<file path="config.mk">
export PLATFORM = sky130hd
export DESIGN_NAME = cordic_vectoring
export DESIGN_NICKNAME = d
export VERILOG_FILES = /design/src/rtl/cordic_vectoring.sv
export SDC_FILE = /design/constraint.sdc
export NUM_CORES = 1
export LEC_CHECK = 0
export ABC_AREA = 1
export ABC_CLOCK_PERIOD_IN_PS = 5650
export CAP_MARGIN = 20
export CORE_UTILIZATION = 40
export CTS_CLUSTER_DIAMETER = 120
export DETAILED_ROUTE_END_ITERATION = 10
export GPL_TIMING_DRIVEN = 0
export HOLD_SLACK_MARGIN = 0.15
export PLACE_DENSITY = 0.68
export SLEW_MARGIN = 20
export SYNTH_ARGS = -nofsm -noshare
export SYNTH_HDL_FRONTEND = slang
export SYNTH_SLANG_ARGS = --single-unit
</file>
<file path="constraint.sdc">
create_clock -name clk -period 5.65 [get_ports clk]
set_input_delay 1.695 -clock clk [delete_from_list [all_inputs] [get_ports clk]]
set_output_delay 1.695 -clock clk [all_outputs]
set_load 0.02 [all_outputs]
</file>
<file path="src/rtl/cordic_vectoring.sv">
// ---------------------------------------------------------------------------
// cordic_vectoring
//
// Purpose:
//   Iterative CORDIC in vectoring mode. Converts a Cartesian vector (x_in,
//   y_in) in signed IQ 1.15 into a polar angle (atan2) in normalized turn
//   format (0x4000 = +90 deg, 0x8000 = +/-180 deg) and a magnitude. One
//   micro-rotation is performed per clock, 14 iterations in total, under a
//   start/busy/done handshake.
//
// Optional feature:
//   CORDIC_VEC_GAIN_COMP_EN - when defined, a COMP state multiplies the raw
//   CORDIC magnitude by 1/K (GAIN = 19898 / 2^15) so mag is the true
//   magnitude and latency is 16 cycles. When undefined, mag is the raw CORDIC
//   output (about 1.64676 x true magnitude) and latency is 15 cycles.
//
// Ports:
//   clk    in   1   clock, rising edge
//   rst_n  in   1   asynchronous active-low reset
//   start  in   1   conversion request, sampled only while idle
//   x_in   in   16  signed IQ 1.15 X component
//   y_in   in   16  signed IQ 1.15 Y component
//   busy   out  1   high while a conversion is in progress
//   done   out  1   one-cycle pulse, angle/mag valid
//   angle  out  16  atan2(y_in, x_in), two's complement turn format
//   mag    out  17  unsigned magnitude
// ---------------------------------------------------------------------------
module cordic_vectoring (
   input  logic        clk,
   input  logic        rst_n,
   input  logic        start,
   input  logic [15:0] x_in,
   input  logic [15:0] y_in,
   output logic        busy,
   output logic        done,
   output logic [15:0] angle,
   output logic [16:0] mag
);

   localparam int N = 14;

   typedef enum logic [1:0] {
      IDLE,
      ITER,
      COMP,
      OUT
   } state_t;

   state_t             state;
   logic signed [17:0] x;
   logic signed [17:0] y;
   logic [15:0]        z;
   logic [3:0]         iter;
   logic               zero_vec;

   logic signed [17:0] x_ext;
   logic signed [17:0] y_ext;
   logic signed [17:0] pre_x;
   logic signed [17:0] pre_y;
   logic [15:0]        pre_z;
   logic signed [17:0] x_sh;
   logic signed [17:0] y_sh;
   logic [15:0]        atan_val;

`ifdef CORDIC_VEC_GAIN_COMP_EN
   localparam logic signed [15:0] GAIN = 16'sd19898;
   logic signed [33:0] prod;
   logic [16:0]        mag_c;
`endif

   // Pre-rotation into the right half-plane. Inputs are widened to 18 bits
   // first so that negating -32768 and the CORDIC growth of ~1.65x on a
   // full-scale diagonal both fit without wrapping. Left-half-plane vectors
   // are rotated by +/-90 degrees and the angle accumulator is seeded with
   // the matching quarter turn.
   always_comb begin
      x_ext = {{2{x_in[15]}}, x_in};
      y_ext = {{2{y_in[15]}}, y_in};
      pre_x = x_ext;
      pre_y = y_ext;
      pre_z = 16'h0000;
      if (x_ext[17]) begin
         if (!y_ext[17]) begin
            pre_x = y_ext;
            pre_y = -x_ext;
            pre_z = 16'h4000;
         end else begin
            pre_x = -y_ext;
            pre_y = x_ext;
            pre_z = 16'hC000;
         end
      end
   end

   // Arithmetic shifts for the current micro-rotation and the arctangent
   // table, atan(2^-i) scaled so that a full turn is 2^16.
   always_comb begin
      x_sh = x >>> iter;
      y_sh = y >>> iter;
      case (iter)
         4'd0:    atan_val = 16'd8192;
         4'd1:    atan_val = 16'd4836;
         4'd2:    atan_val = 16'd2555;
         4'd3:    atan_val = 16'd1297;
         4'd4:    atan_val = 16'd651;
         4'd5:    atan_val = 16'd326;
         4'd6:    atan_val = 16'd163;
         4'd7:    atan_val = 16'd81;
         4'd8:    atan_val = 16'd41;
         4'd9:    atan_val = 16'd20;
         4'd10:   atan_val = 16'd10;
         4'd11:   atan_val = 16'd5;
         4'd12:   atan_val = 16'd3;
         4'd13:   atan_val = 16'd1;
         default: atan_val = 16'd0;
      endcase
   end

`ifdef CORDIC_VEC_GAIN_COMP_EN
   // Gain compensation product; the true product of an 18-bit and a 16-bit
   // signed value always fits in 34 bits, so sizing both operands to 34 bits
   // loses nothing.
   always_comb begin
      prod = 34'(x) * 34'(GAIN);
   end
`endif

   // Control FSM and datapath. The zero-vector flag is captured at start
   // because the iterations never drive y negative for (0, 0), so z would
   // otherwise accumulate the whole atan table instead of reporting 0.
   // busy drops on the same edge that raises done, so a new start can be
   // accepted during the done cycle.
   always_ff @(posedge clk or negedge rst_n) begin
      if (!rst_n) begin
         state    <= IDLE;
         x        <= '0;
         y        <= '0;
         z        <= '0;
         iter     <= '0;
         zero_vec <= 1'b0;
         busy     <= 1'b0;
         done     <= 1'b0;
         angle    <= '0;
         mag      <= '0;
`ifdef CORDIC_VEC_GAIN_COMP_EN
         mag_c    <= '0;
`endif
      end else begin
         done <= 1'b0;
         unique case (state)
            IDLE: begin
               if (start) begin
                  x        <= pre_x;
                  y        <= pre_y;
                  z        <= pre_z;
                  iter     <= '0;
                  zero_vec <= (x_in == 16'h0000) && (y_in == 16'h0000);
                  busy     <= 1'b1;
                  state    <= ITER;
               end
            end
            ITER: begin
               if (!y[17]) begin
                  x <= x + y_sh;
                  y <= y - x_sh;
                  z <= z + atan_val;
               end else begin
                  x <= x - y_sh;
                  y <= y + x_sh;
                  z <= z - atan_val;
               end
               if (iter == 4'(N - 1)) begin
`ifdef CORDIC_VEC_GAIN_COMP_EN
                  state <= COMP;
`else
                  state <= OUT;
`endif
               end else begin
                  iter <= iter + 4'd1;
               end
            end
            COMP: begin
`ifdef CORDIC_VEC_GAIN_COMP_EN
               mag_c <= prod[31:15];
               state <= OUT;
`else
               state <= IDLE;
`endif
            end
            OUT: begin
               angle <= zero_vec ? 16'h0000 : z;
`ifdef CORDIC_VEC_GAIN_COMP_EN
               mag   <= mag_c;
`else
               mag   <= x[16:0];
`endif
               done  <= 1'b1;
               busy  <= 1'b0;
               state <= IDLE;
            end
         endcase
      end
   end

endmodule

</file>
# == Yosys cells after proc, flatten, opt, wreduce, memory -nomap -nowiden ==
# Memory sizes are Yosys's and may differ from the RTL's.
# Index checks and enable logic that the tools add are counted.
# word_totals
n_memories,1
output_inout_bits,35
romBits,224
ramBits,0
reg_bits,94
latchBits,0
# mem_list
name,depth,width,rd,rd_ports_with_merged_regs,wr,line,text
(no name shown),16,14,1,0,0,100,case (iter)
# classes
n_reduce_logical,12
mul,0
eq_ne,7
order_cmp,0
n_div,0
addsub,9
muxes,25
shift,2
bitwise,0
# ops
cell,n
two-way mux 18 bit,8
two-way mux 16 bit,5
case mux 18 bit (2 select lines),2
adder 18 bit,2
negation 16 -> 18 bit,2
>>> shifter 18 x 4 -> 18 bit,2
subtractor 18 bit,2
logical NOT 16 bit,2
case mux 16 bit (2 select lines),1
adder 16 bit,1
subtractor 16 bit,1
two-way mux 4 bit,2
case mux 4 bit (2 select lines),1
AND reduction 2 bit,4
"!= test 2 bit, second input constant",3
case mux 2 bit (3 select lines),1
"adder 4 x 1 -> 4 bit, second input constant",1
"equality test 2 bit, second input constant",2
"equality test 4 bit, second input constant",1
two-way mux 2 bit,2
nonzero test 2 bit,2
AND reduction 3 bit,1
"equality test 2 x 1 -> 1 bit, second input constant",1
logical NOT 2 bit,1
4 further kinds,5

# == Longest topological paths before layout ==
# Gate-level depths: netlist (run 1).
# depth
ltp_word,5
mapped_depth,29
ltp_nobuf,27

# == Least setup slack after synthesis (run 1) ==
# No wires, ideal clock.
# synth_timing
kind,register to register
startpoint,register iter[0]
endpoint,register z[12]
n_path_buf,2
t_arrival_ns,3.559
slack_ns,1.964
setup_ns,0.126
stages_incl_launch_ff,22
cell_sequence,dfrtp_1 -> buf_2 -> inv_2 -> buf_2 -> ha_1 -> nand2_1 -> a32oi_1 -> ha_1 -> inv_1 -> nor3_1 -> nor2_1 -> xor2_1 -> ha_1 -> nand2_1 -> o21ai_0 -> inv_1 -> o21ai_0 -> a21boi_0 -> o21ai_0 -> nand2_1 -> nand2_1 -> o21ai_0
# synth_via
elab_chain_cells,4
word_cells_on_any_way,5
cone_classes,add/sub (2); mux (2); memory (1)
# synth_lines
item,line,text
"start, declared",53,logic [3:0] iter;
"start signal, assigned",179,iter <= iter + 4'd1;
memory read (16 x 14 bit) *,--,
adder 16 bit / subtractor 16 bit (equally long branches),"166, 170",
two-way mux 16 bit *,163,if (!y[17]) begin
case mux 16 bit (2 select lines) *,150,unique case (state)
"end signal, assigned",155,z <= pre_z;
"end signal, assigned",166,z <= z + atan_val;
"end signal, assigned",170,z <= z - atan_val;
"end, declared",52,logic [15:0] z;
# Mark *: on every way between the ends. The rest lies on a longest branch, timed or not.
# A chain may end at the register's enable or synchronous reset.

# == Final worst setup path (run 1) ==
# layout_timing
startpoint,register iter[1]
endpoint,register x[17]
# layout_via
elab_chain_cells,4
word_cells_on_any_way,5
cone_classes,add/sub (2); shift (1); mux (2)
# layout_lines
item,line,text
>>> shifter 18 x 4 -> 18 bit *,99,y_sh = y >>> iter;
adder 18 bit / subtractor 18 bit (equally long branches),"164, 168",
two-way mux 18 bit *,163,
case mux 18 bit (2 select lines) *,150,
"end signal, assigned",153,x <= pre_x;
"end signal, assigned",164,x <= x + y_sh;
"end signal, assigned",168,x <= x - y_sh;
"end, declared",50,logic signed [17:0] x;
# Marked as above.

==> metrics, run 1 <==
Setup CP Type=reg -> reg; first-pass iteration count of the detailed router=6; post-synthesis sequential area ratio=0.2445; final setup violating endpoints=0; most common cell after layout, fill and taps aside=nand2_1; Met3 Routed Length=3164 um; clk_lat worst skew=0.37 ns; CTS tree=done; IO buf count=68; CTS Hold Bufs=0; Clock Sinks=94; post-synthesis cell area=9620 um^2; starting density of the core=0.4086; HP Class=reg -> reg; Post-CTS Setup Inserts=0; Yosys reg bits=94; synthesis warning total=0; most frequent cells in the layout=nand2_1 (422), nand3_1 (151), o21ai_0 (140); area occupied by multi-input gates=6455 um^2; async set or reset register ratio after synthesis=1.000; Top Ports=70; H-Tree Depth=3; DR DRC count=0; MaxCap Viol Count=0; CP Max Fanout=9; critical path capture point type=flop; largest net degree at the start of global routing=49; Vias/cell=5.693; register area=2352 um^2; Post-Route M1 WL=16280 um; drt initial violations=1106; Clock Path Buffers=2; Routed WL per cell=19.16 um; synthesized instance count=1534; row count=56; Die Area=24680 um^2; core area=23540 um^2; post_cts resized=0; Placed Area=10730 um^2; Setup TNS=0 ns; P&R area growth vs syn=14.83%; crit path time final=5.078 ns; RSZ-0062 raised after global routing=no; synthesized area per cell=6.271 um^2; routed wl met2=16120 um; routability congestion estimate from global placement=1.048; vias in the first global route=10047; Worst-path clk slew=0.08 ns; Post-synth EDFFs=0; grt ovf=0; gr usage total=0.3066; Final nets=1712; Critical Path RT=5.91 ns; final WL=37130 um; Final HPWL DP=30290 um; final hold violations=0; # diodes=0; period utilisation layout=0.8987; Synth Flop Type=dfrtp_1; share of cells above drive strength 1=0.03335; WHS=0.4773 ns; DR top layer=met4; outcome=finished clean; Die W=157.1 um; Final Max Slew Viols=0; Post-Syn Nets=1632; Detail Route Antenna Nets=0; Slew HR=0.2989; Synth cell types=51; Setup Skew=0.01457 ns; number of CTS-inserted buffers=9; Finished Cell Area=11050 um^2; first-pass GRT wire length=56990 um; Root Driver=clkbuf_16; worst path arrival time=5.34 ns; Filler cells=2539; crit start category=flop; fmax=196.9 MHz; Worst Tran Pin Value=1.048 ns; DIE HEIGHT=157.1 um; DR vias=11034; initial antenna violation count=0
registers in the layout (all words and copies together) (netlist names):
register,cells
zero_vec,1
angle,16
state,2
z,16
busy,1
y,18
done,1
x,18
iter,4
mag,17
critical path: stages, from the launching register on:
cell	delay (ns)
dfrtp_1	0.48
nor2_1	0.84
o21ai_0	0.18
o21ai_0	0.46
nand3b_1	0.19
nand2_1	0.14
ha_1	0.23
nand4_1	0.11
nor2_1	0.06
nor2_1	0.18
nor2_2	0.11
nand3_1	0.08
nand2_1	0.05
and2_1	0.15
ha_1	0.37
nand2_1	0.11
nor3_1	0.27
nand2_1	0.08
o311ai_0	0.56
nand3_1	0.16
nand3_1	0.10
nand2_1	0.06
stage by stage:
step / instances / util / worst slack [ns]
floorplan: 1534 / - / 1.964
global placement: 1921 / 0.4545 / -0.6897
detailed placement: 1922 / 0.4557 / 0.8540
CTS: 1938 / 0.4692 / 0.8267
global route: 1938 / 0.4692 / 0.4415
finish: 1938 / 0.4692 / 0.5723
cell families after synthesis:
kind of cell	after synthesis	share of synthesized area
and+or+nand+nor	758	0.3275
xor gates and xnor gates	62	0.05644
DFF	94	0.2445
adders and majority gates	63	0.08428
buffers and inverters	208	0.08454
AOI/OAI and AO/OA	349	0.2028
cells in the mapped netlist, types with 6 or more instances:
| cell type | number | area, um^2 |
|---|---|---|
| buf_2 | 17 | 85.08 |
| xor2_1 | 46 | 402.9 |
| xnor2_1 | 16 | 140.1 |
| o31ai_1 | 7 | 52.55 |
| clkbuf_1 | 39 | 146.4 |
| a21oi_1 | 114 | 570.6 |
| o22ai_1 | 8 | 50.05 |
| o211ai_1 | 9 | 67.56 |
| nor3_1 | 15 | 75.07 |
| nand2_1 | 422 | 1584 |
| ha_1 | 60 | 750.7 |
| o21ai_1 | 13 | 65.06 |
| dfrtp_1 | 94 | 2352 |
| a211oi_1 | 6 | 45.04 |
| a31oi_1 | 16 | 100.1 |
| nand3_1 | 151 | 755.7 |
| inv_1 | 133 | 499.2 |
| buf_1 | 6 | 22.52 |
| inv_2 | 8 | 30.03 |
| nor2_1 | 134 | 503.0 |
| o21ai_0 | 140 | 700.7 |
| nand4_1 | 15 | 93.84 |
worst paths after layout:
path / startpoint / to / slack, ns / depth (start not counted)
max in group asynchronous: rst_n / y[17]$_DFFE_PN0P_ / 3.80 / 2
min in group asynchronous: rst_n / mag[8]$_DFFE_PN0P_ / 1.24 / 1
max: iter[1]$_DFFE_PN0P_ / x[17]$_DFFE_PN0P_ / 0.57 / 21
min reg2reg: mag[6]$_DFFE_PN0P_ / mag[6]$_DFFE_PN0P_ / 0.48 / 2
max reg2reg: iter[1]$_DFFE_PN0P_ / x[17]$_DFFE_PN0P_ / 0.57 / 21
min: mag[6]$_DFFE_PN0P_ / mag[6]$_DFFE_PN0P_ / 0.48 / 2
layer usage:
layer	up-vias	global-route usage
met2	526	0.4749
met4	0	0.1341
met1	5107	0.4204
li1	5322	-
met5	-	0
met3	79	0.04736
layout make-up:
type | instances | share of cell area
Clock inverter | 7 | 0.008382
Inverter | 144 | 0.04893
Clock buffer | 9 | 0.02039
Tap cell | 319 | 0.03613
Buffer | 64 | 0.02469
Timing Repair Buffer | 69 | 0.06422
Sequential cell | 94 | 0.2129
Multi-Input combinational cell | 1232 | 0.5843
Power of run 1 is left out: the tool's default activity adds up to more than one toggle a clock period on the data nets, which glitch-free logic cannot reach.
==> inputs of run 2 (changes only) <==
- TNS_END_PERCENT: not set -> 100
==> results of run 2 <==
No change in the layout: final DEF, timing and power equal those of run 1.
Power of run 2 is left out for the same reason.
==> inputs of run 3 (changes only) <==
- SLEW_MARGIN: 20 -> not set
==> run 3 against run 2 <==
Cell count is the same. Sequential share of layout area is essentially flat. Setup slack gained 0.11 ns. Global-route usage shrank 0.35 points. Utilization shrank 0.10 points. Clock-buffer cell count is the same. Critical path depth is the same.
==> metrics, run 3 (same netlist as run 1, synthesis figures left out) <==
core area=23540 um^2; Final nets=1712; Vias/cell=5.679; Routed WL per cell=19.06 um; DIE HEIGHT=157.1 um; Clock Sinks=94; Post-Place Cells=1922; most common cell after layout, fill and taps aside=nand2_1; Worst Tran Pin Value=1.034 ns; Critical Path RT=5.90 ns; DR vias=11006; Worst-path clk slew=0.08 ns; grt ovf=0; crit start category=flop; clk_lat worst skew=0.36 ns; row count=56; final setup violating endpoints=0; Setup TNS=0 ns; fmax=201.2 MHz; Filler cells=2570; crit path time final=4.970 ns; # diodes=0; period utilisation layout=0.8796; Root Driver=clkbuf_16; vias in the first global route=10187; final hold violations=0; Finished Layout Cells=1938; worst path arrival time=5.22 ns; largest net degree at the start of global routing=55; first-pass GRT wire length=56370 um; PnR worst setup slack=0.6801 ns; starting density of the core=0.4086; critical path capture point type=flop; IO buf count=68; P&R area growth vs syn=14.58%; MaxCap Viol Count=0; Die W=157.1 um; CP Max Fanout=9; Die Area=24680 um^2; first-pass iteration count of the detailed router=6; number of CTS-inserted buffers=9; CTS tree=done; Final Max Slew Viols=0; gr usage total=0.3031; Top Ports=70; Slew HR=0.3084; Post-CTS Setup Inserts=0; Place WS=0.9008 ns; drt initial violations=1076; most frequent cells in the layout=nand2_1 (422), nand3_1 (151), o21ai_0 (140); DR DRC count=0; Detail Route Antenna Nets=0; Setup Skew=0.01865 ns; outcome=finished clean; final WL=36940 um; post_cts resized=0; RSZ-0062 raised after global routing=no; H-Tree Depth=3; Final HPWL DP=30170 um; initial antenna violation count=0; routability congestion estimate from global placement=1.048; Clock Path Buffers=2; HP Class=reg -> reg; Setup CP Type=reg -> reg; CTS Hold Bufs=0; share of cells above drive strength 1=0.03335; largest registers=x (18), y (18), mag (17)
## run 3: layout make-up
type | instances | area (um^2) | share of cell area
inverters | 144 | 540.5 | 0.04904
repair buffers | 69 | 705.7 | 0.06402
multi-input cells | 1232 | 6455 | 0.5856
clock inverters | 7 | 72.57 | 0.006583
clock buffers | 9 | 225.2 | 0.02043
flip-flops and latches | 94 | 2352 | 0.2134
plain buffers | 64 | 272.8 | 0.02474
well taps | 319 | 399.1 | 0.03621
## run 3: path summary, 6_finish.rpt
check                                     from             endpoint  slack, ns  cells past startpoint
setup / recovery           iter[1]$_DFFE_PN0P_    x[17]$_DFFE_PN0P_       0.68                     21
hold / removal             mag[13]$_DFFE_PN0P_  mag[13]$_DFFE_PN0P_       0.48                      2
setup reg to reg           iter[1]$_DFFE_PN0P_    x[17]$_DFFE_PN0P_       0.68                     21
hold reg to reg            mag[13]$_DFFE_PN0P_  mag[13]$_DFFE_PN0P_       0.48                      2
max in group asynchronous                rst_n  iter[0]$_DFFE_PN0P_       3.65                      2
min in group asynchronous                rst_n   mag[1]$_DFFE_PN0P_       1.31                      1
## run 3: through the flow
step | cell area (um^2) | utilization | hold WS [ns]
floorplan | 9620 | - | 0.4719
global placement | 10700 | 0.4545 | 0.4621
detailed placement | 10730 | 0.4556 | 0.4652
CTS | 11020 | 0.4682 | 0.4830
global route | 11020 | 0.4682 | 0.4952
finish | 11020 | 0.4682 | 0.4761
## run 3: worst max-delay path, stage by stage, from the launching register on
cell and delay [ns]:
dfrtp_1 0.48, nor2_1 0.77, o21ai_0 0.19, o21ai_0 0.43, nand3b_1 0.19, nand2_1 0.13
ha_1 0.22, nand4_1 0.11, nor2_1 0.06, nor2_1 0.19, nor2_2 0.12, nand3_1 0.08
nand2_1 0.05, and2_1 0.15, ha_1 0.37, nand2_1 0.11, nor3_1 0.26, nand2_1 0.08
o311ai_0 0.58, nand3_1 0.16, nand3_1 0.10, nand2_1 0.06
## run 3: metal layers
metal | global-route usage | share of wire | wire [um]
met1 | 0.4059 | 0.43 | 15950
met2 | 0.4764 | 0.43 | 16030
met3 | 0.04736 | 0.088 | 3255
met4 | 0.1429 | 0.046 | 1701
met5 | 0 | 0 | 0
Power of run 3 is left out for the same reason.
